==> config.mk <==
export PLATFORM = sky130hd
export DESIGN_NAME = quantized_coefficient_reorder
export DESIGN_NICKNAME = d
export VERILOG_FILES = /design/src/rtl/quantized_coefficient_reorder.sv
export SDC_FILE = /design/constraint.sdc
export NUM_CORES = 2
export LEC_CHECK = 0
export ABC_AREA = 1
export CAP_MARGIN = 20
export CORE_AREA = 2 2 352 424
export DETAILED_ROUTE_END_ITERATION = 10
export DIE_AREA = 0 0 354 426
export GPL_ROUTABILITY_DRIVEN = 0
export PLACE_DENSITY_LB_ADDON = 0.2
export SLEW_MARGIN = 25
export SYNTH_ARGS = -nofsm -noshare
export SYNTH_HDL_FRONTEND = slang
export SYNTH_SLANG_ARGS = --single-unit
export TNS_END_PERCENT = 5
==> constraint.sdc <==
create_clock -name clock -period 3.8 [get_ports clock]
set_input_delay 0.95 -clock clock [delete_from_list [all_inputs] [get_ports clock]]
set_output_delay 0.95 -clock clock [all_outputs]
set_load 0.05 [all_outputs]
==> src/rtl/quantized_coefficient_reorder.sv <==
// Quantized coefficient reorder: raster-tagged quotients into two ping-pong banks, drained in JPEG zigzag order.
// Optional build macro REORDER_DC_DIFF_EN: the zz_index 0 output becomes DC minus the previous drained block's DC.
module quantized_coefficient_reorder #(
  parameter int coeff_width = 16
) (
  input  logic                   clock,
  input  logic                   reset,
  input  logic                   input_valid,
  input  logic [7:0]             tag,
  input  logic [coeff_width-1:0] quotient,
  output logic                   output_valid,
  input  logic                   output_ready,
  output logic [coeff_width-1:0] coefficient,
  output logic [5:0]             zz_index,
  output logic                   last,
  output logic                   overflow
);

  typedef enum logic [1:0] {
    BANK_EMPTY    = 2'd0,
    BANK_FILLING  = 2'd1,
    BANK_FULL     = 2'd2,
    BANK_DRAINING = 2'd3
  } bank_state_t;

  localparam logic [5:0] zz_table [64] = '{
     0,  1,  8, 16,  9,  2,  3, 10,
    17, 24, 32, 25, 18, 11,  4,  5,
    12, 19, 26, 33, 40, 48, 41, 34,
    27, 20, 13,  6,  7, 14, 21, 28,
    35, 42, 49, 56, 57, 50, 43, 36,
    29, 22, 15, 23, 30, 37, 44, 51,
    58, 59, 52, 45, 38, 31, 39, 46,
    53, 60, 61, 54, 47, 55, 62, 63
  };

  bank_state_t bank_state [2];

  // Write side
  logic       wr_bank;
  logic [5:0] wr_count;
  logic       wr_accept;

  // Read side: issue stage (rd_*), memory-read stage (s1_*), output register
  logic                   rd_bank;
  logic                   rd_active;
  logic [5:0]             rd_pos;
  logic                   rd_issue;
  logic [6:0]             rd_addr;
  logic                   s1_valid;
  logic [coeff_width-1:0] s1_data;
  logic [5:0]             s1_index;
  logic                   s1_bank;
  logic                   s1_load;
  logic                   out_bank;
  logic                   out_load;
  logic                   out_fire;
  logic                   bank_free;
  logic [coeff_width-1:0] dc_adjust;

  logic [coeff_width-1:0] mem [128];

  logic unused_tag_bits;
  assign unused_tag_bits = ^tag[7:6];

  // Output handshake: a beat transfers on a rising edge where output_valid && output_ready;
  // coefficient/zz_index/last only change when the output register is empty or transferring.
  assign out_fire  = output_valid && output_ready;
  assign out_load  = !output_valid || output_ready;
  assign s1_load   = !s1_valid || out_load;
  assign bank_free = out_fire && last;

  assign wr_accept = input_valid &&
                     ((bank_state[wr_bank] == BANK_EMPTY) || (bank_state[wr_bank] == BANK_FILLING));

  // A new block may only start once its bank is FULL; an in-flight block keeps issuing.
  assign rd_issue = s1_load && (rd_active || (bank_state[rd_bank] == BANK_FULL));
  assign rd_addr  = {rd_bank, zz_table[rd_pos]};

  always_ff @(posedge clock) begin
    if (wr_accept) begin
      mem[{wr_bank, tag[5:0]}] <= quotient;
    end
  end

`ifdef REORDER_DC_DIFF_EN
  logic [coeff_width-1:0] prev_dc;
  logic [coeff_width-1:0] out_raw_dc;

  // prev_dc follows the raw DC that actually left on a handshake, so dropped or
  // reset-discarded blocks never disturb the difference chain.
  always_ff @(posedge clock or posedge reset) begin
    if (reset) begin
      prev_dc    <= '0;
      out_raw_dc <= '0;
    end else begin
      if (out_load && s1_valid) begin
        out_raw_dc <= s1_data;
      end
      if (out_fire && (zz_index == 6'd0)) begin
        prev_dc <= out_raw_dc;
      end
    end
  end

  assign dc_adjust = (s1_index == 6'd0) ? prev_dc : '0;
`else
  assign dc_adjust = '0;
`endif

  always_ff @(posedge clock or posedge reset) begin
    if (reset) begin
      bank_state[0] <= BANK_EMPTY;
      bank_state[1] <= BANK_EMPTY;
      wr_bank       <= 1'b0;
      wr_count      <= 6'd0;
      overflow      <= 1'b0;
      rd_bank       <= 1'b0;
      rd_active     <= 1'b0;
      rd_pos        <= 6'd0;
      s1_valid      <= 1'b0;
      s1_data       <= '0;
      s1_index      <= 6'd0;
      s1_bank       <= 1'b0;
      out_bank      <= 1'b0;
      output_valid  <= 1'b0;
      coefficient   <= '0;
      zz_index      <= 6'd0;
      last          <= 1'b0;
    end else begin
      // Completion is counted, not decoded from the tag, so duplicate tags still close a block.
      if (wr_accept) begin
        wr_count <= wr_count + 6'd1;
        if (wr_count == 6'd63) begin
          bank_state[wr_bank] <= BANK_FULL;
          wr_bank             <= ~wr_bank;
        end else begin
          bank_state[wr_bank] <= BANK_FILLING;
        end
      end else if (input_valid) begin
        overflow <= 1'b1;
      end

      if (rd_issue) begin
        if (!rd_active) begin
          bank_state[rd_bank] <= BANK_DRAINING;
        end
        rd_active <= (rd_pos != 6'd63);
        rd_pos    <= rd_pos + 6'd1;
        if (rd_pos == 6'd63) begin
          rd_bank <= ~rd_bank;
        end
      end

      // The bank is only reusable once its last coefficient has left the output register.
      if (bank_free) begin
        bank_state[out_bank] <= BANK_EMPTY;
      end

      if (s1_load) begin
        s1_valid <= rd_issue;
        if (rd_issue) begin
          s1_data  <= mem[rd_addr];
          s1_index <= rd_pos;
          s1_bank  <= rd_bank;
        end
      end

      if (out_load) begin
        output_valid <= s1_valid;
        if (s1_valid) begin
          coefficient <= s1_data - dc_adjust;
          zz_index    <= s1_index;
          last        <= (s1_index == 6'd63);
          out_bank    <= s1_bank;
        end
      end
    end
  end

endmodule

## Word level (Yosys, flattened, before mapping)

Memory sizes are Yosys's and may differ from the RTL's. A register that Yosys moved wholly into a read port is not among the register bits.
Cells that the tools add are included.

| cells by class | value |
|---|---|
| eq/ne operators | 6 |
| reductions and logical operators | 19 |
| bitwise gates (word level) | 16 |
| add/subtract/negate cells | 2 |
| magnitude comparators | 7 |
| mux-type cells | 21 |

Operators by type and width:

| kind | count |
|---|---|
| $mux W4 | 5 |
| $eq A6 B6 Y1 const B | 3 |
| $mux W2 | 9 |
| $add A6 B1 Y6 const B | 2 |
| $mux W6 | 2 |
| $reduce_and A2 Y1 | 5 |
| $ge A7 B7 Y1 const B | 1 |
| $logic_and A1 B1 Y1 | 7 |
| $not A6 Y7 | 1 |
| $demux W2 S1 | 3 |
| $ge A2 B2 Y1 const B | 3 |
| $lt A2 B1 Y1 const B | 3 |
| $ne A6 B6 Y1 const B | 1 |
| $not A1 Y2 | 3 |
| $and A2 B2 Y2 | 2 |
| $and A4 B4 Y4 | 1 |
| $logic_or A1 B1 Y1 | 4 |
| $not A2 Y2 | 2 |
| $not A4 Y4 | 1 |
| $or A2 B2 Y2 | 2 |
| $or A4 B4 Y4 | 1 |
| $not A1 Y1 | 3 |
| $eq A2 B1 Y1 const B | 1 |
| $eq A2 B2 Y1 const B | 1 |
| 3 further kinds | 5 |

| storage, ports and cells | value |
|---|---|
| output and inout port bits | 25 |
| register bits | 53 |
| logic and storage cells | 89 |
| bits of input ports | 28 |
| memories kept | 2 |
| memory bits (writable) | 2048 |
| ROM bits | 384 |

Memory list:

| name | words | width | rd ports | clocked after Yosys merged registers in | wr ports | line | text |
|---|---|---|---|---|---|---|---|
| mem | 128 | 16 | 1 | 1 | 1 | 61 | `logic [coeff_width-1:0] mem [128];` |
| (name not given) | 64 | 6 | 1 | 0 | 0 | 78 | `assign rd_addr = {rd_bank, zz_table[rd_pos]};` |

## Logic depth before layout (Yosys ltp)

| depth | value |
|---|---|
| depth in word-level cells | 14 |
| gate-level depth with buffers | 23 |
| depth with buffers taken out | 20 |

## Worst setup path before layout

No wires, ideal clock.

| timing path | value |
|---|---|
| path type | input-to-reg |
| start | input input_valid |
| end | memory mem[100][0], enable pin |
| buffers on the path | 2 |
| required time | 3.412 ns |
| stages on the path | 8 |
| slack | 0.611 ns |
| setup time | 0.388 ns |
| arrival time | 2.801 ns |
| cell sequence | inv_1 nor2_1 nor2_1 inv_1 clkbuf_1 nand4_1 clkbuf_1 nor2_1 |

| between the ends | value |
|---|---|
| cells in the longest elaborated chain, start to end | 3 |

RTL lines:

| item | line | text |
|---|---|---|
| from (decl) | 8 | `input logic input_valid,` |
| $logic_and A1 B1 Y1 | 73 | `assign wr_accept = input_valid &&` |
| $mux W1 | 81 | `if (wr_accept) begin` |
| $mux W1 (not written as such) | 82 | `mem[{wr_bank, tag[5:0]}] <= quotient;` |
| to (decl) | 61 |  |

Every way passes these cells.

## Worst setup path after layout

| timing path | value |
|---|---|
| start | register rd_pos[0] |
| end | register s1_data[12] (read register of mem) |

| between the ends | value |
|---|---|
| cells in the longest elaborated chain, start to end | 4 |

RTL lines:

| item | line | text |
|---|---|---|
| from (decl) | 47 | `logic [5:0] rd_pos;` |
| from (signal assigned) | 149 | `rd_pos <= rd_pos + 6'd1;` |
| $not A6 Y7 (not written as such) | 78 |  |
| $mem_v2 Z64 W6 | n/a |  |
| $mux W6 (not written as such) (2 in a row) | 78 |  |
| to (decl) | 51 | `logic [coeff_width-1:0] s1_data;` |

Every way passes these cells. The select of a mux whose other input is x is not followed.
A chain may end at the register's enable or synchronous reset.

==> summary.txt <==
outcome - completed
sequential-to-total area share from yosys stat - 69.8%
post-synth top area share - 67.9%
Syn Inst Count - 7854
via count - 62842
H-tree depth - 4
Worst Setup Start Kind - flip-flop
Tightest Pin Transition - 1.16 ns
Chip Height - 426 um
unrepaired setup endpoints after global routing - yes
worst-path cell with the longest stage delay - dfrtp_1
crit-path cells - inv_4 > ha_1 > inv_1 > nand2_1 > nand3_1 > nand2_1 > nand2_1 > nand3_4 > nand2_8 > buf_12 > buf_4 > nand2_1 > nand2_1 > nand2_1 > nand3_1 > nand3_1 > nand3_1 > nand3_1 > nand2_1 > nand2_1 > nand3_1
Worst R2R Setup Slack - 0.08 ns
Layout Nets - 7980
Pre-antenna DRT Iters - 6
Clock Tree Buf Depth - 3
initial antenna violation count - 9
Starting Density - 61.8%
WL/cell - 25.1 um
largest area contributor in the netlist - edfxtp_1
Resize count post-CTS - 0
final wirelength - 253000 um
synth warn - 0
vias in the first global route - 59244
post-layout util - 70.0%
Area Growth Syn to Fin - 13.2%
Netlist cell types - 41
DR iter-0 viols - 8984
Max Cap Violations - 0
Root Buffer - clkbuf_16
hold crit path type - primary input to async pin
Largest delay share family, worst path - simple AND/OR/NAND/NOR gates
Num CTS Buffers - 197
CP peak stage delay - 0.41 ns
total track usage - 33.2%
core area - 0.146 sq mm
Worst Path Buf+Inv - 4
setup repair bufs after CTS - 0
fin. max-slew vios - 0
top-count cell post-synth - nand3_1
CTS clock-pin slew for the worst setup and hold paths - 0.07 ns
DP HPWL - 146000 um
Rows - 154
most frequent cells after synthesis - nand3_1 (2316), edfxtp_1 (2048), nand2_1 (1571)
largest net degree at the start of global routing - 132
Slew headroom - 23.0%
Max Fclk - 0.269 GHz
Hold Vio Cnt, Final - 0
cts hold-fix bufs - 0
crit end category - flip-flop
Yosys reg bits - 2117
top_reg_cell synth - edfxtp_1
Num Clock Sinks - 2117
Crit Path Max Fanout - 49
period utilization - 98.0%
critical path class - flip-flop to flip-flop
Synth Cell Area - 0.0905 sq mm
grt ovf - 0
Critical Path Most Common Cell - nand2_1
worst skew pair latency - 0.85 ns
# IOs - 53
port buffer count - 50
DIE AREA - 0.151 sq mm
Final ANT Viol Nets - 0
final setup fails - 0
Area contributors post-synth - edfxtp_1 (68%), nand3_1 (13%), nand2_1 (6.5%), nand3b_1 (3.8%), inv_1 (2.3%)
reg-to-reg startpoint - rd_pos[0]$_DFFE_PP0P_
CTS tree - done
Syn Nets - 7898
first-pass GRT wire length - 371000 um
FFs w/ async S/R, synth - 3.26%
layout cells sized above 1 - 8.89%
Avg Cell Area, Syn - 11.5 sq um
skew final - 0.0331 ns
Chip Width - 354 um
R2R Path End - s1_data[12]$_DFFE_PP0P_
vias per cell - 6.25
crit path DAT - 4.51 ns
Post-synth EDFFs - 2048
Required @ worst endpoint - 4.59 ns
post-layout min period - 3.72 ns
Remaining DRCs - 0
R2R depth - 21
[through the flow]
| stage | worst slack (ns) | cell area, sq um | TNS, ns | hold slack [ns] | instances |
|---|---|---|---|---|---|
| 3_3_place_gp | 0.158 | 96000 | 0 | 0.461 | 9683 |
| 4_1_cts | 0.142 | 102000 | 0 | 0.436 | 10055 |
| 3_5_place_dp | 0.167 | 96000 | 0 | 0.467 | 9684 |
| 5_1_grt | -0.0478 | 103000 | -0.148 | 0.484 | 10058 |
| 6_report | 0.0779 | 103000 | 0 | 0.471 | 10059 |
| 2_1_floorplan | 0.611 | 90500 | 0 | 0.442 | 7854 |
[cell type report]
type,instances,area [sq um]
Clock buffer,247,5280
Tap cell,1950,2440
Inverter,560,2120
Sequential cell,2117,63200
Fill cell,9872,43900
Timing Repair Buffer,446,5920
Clock inverter,124,1060
Multi-Input combinational cell,4614,22500
Antenna cell,1,2.50
[per-layer routing]
| metal | global-route usage (%) | up-vias | wire length (um) |
|---|---|---|---|
| met5 | 0 | - | 59 |
| met4 | 18.0 | 8 | 14500 |
| met3 | 6.00 | 687 | 26300 |
| met2 | 53.5 | 3780 | 121000 |
| met1 | 43.1 | 30464 | 90300 |
| li1 | - | 27903 | - |
[worst max path at each step]
stage                           from                       to  slack (ns)  cells after the start
2_1_floorplan            input_valid    mem[100][0]$_DFFE_PP_        0.61                      8
3_3_place_gp   rd_pos[0]$_DFFE_PP0P_  s1_data[11]$_DFFE_PP0P_        0.16                     21
3_5_place_dp   rd_pos[0]$_DFFE_PP0P_   s1_data[0]$_DFFE_PP0P_        0.17                     21
4_1_cts        rd_pos[0]$_DFFE_PP0P_   s1_data[0]$_DFFE_PP0P_        0.14                     21
5_1_grt        rd_pos[0]$_DFFE_PP0P_  s1_data[12]$_DFFE_PP0P_       -0.05                     20
6_report       rd_pos[0]$_DFFE_PP0P_  s1_data[12]$_DFFE_PP0P_        0.08                     21
[kinds of logic after synthesis]
logic type	synth area share [%]
simple gates	23.9
flops	69.8
buf+inv	5.45
compound gates	0.471
fa+ha+maj	0.221
xor+xnor	0.0871
[worst register-to-register path, cell delays in order, from the launching register on]
cell	delay (ns)
dfrtp_1	0.41
inv_4	0.14
ha_1	0.27
inv_1	0.11
nand2_1	0.12
nand3_1	0.10
nand2_1	0.07
nand2_1	0.10
nand3_4	0.15
nand2_8	0.19
buf_12	0.27
buf_4	0.33
nand2_1	0.09
nand2_1	0.09
nand2_1	0.06
nand3_1	0.12
nand3_1	0.09
nand3_1	0.19
nand3_1	0.30
nand2_1	0.22
nand2_1	0.14
nand3_1	0.11
[flip-flops by register name, summed over array words and instances, names as in the netlist, 4 cells and up]
| register | cells |
|---|---|
| s1_index | 6 |
| mem | 2048 |
| bank_state | 4 |
| zz_index | 6 |
| s1_data | 16 |
| rd_pos | 6 |
| wr_count | 6 |
| coefficient | 16 |
[layout by cell type (no fill, tap or decap), drive strengths merged, types with 6 or more instances in the layout]
master	Yosys	routed
a21oi	13	13
buf	368	409
bufinv	0	17
clkbuf	195	250
clkdlybuf4s50	0	34
clkinv	0	96
dfrtp	69	69
edfxtp	2048	2048
ha	16	16
inv	560	567
nand2	1573	1573
nand3	2316	2316
nand3b	463	463
nand4	11	11
nor2	155	155
o211ai	17	17
o21ai	23	23
xor2	6	6
Power is left out: the tool's default activity adds up to more than one toggle a clock period on the data nets, which glitch-free logic cannot reach.
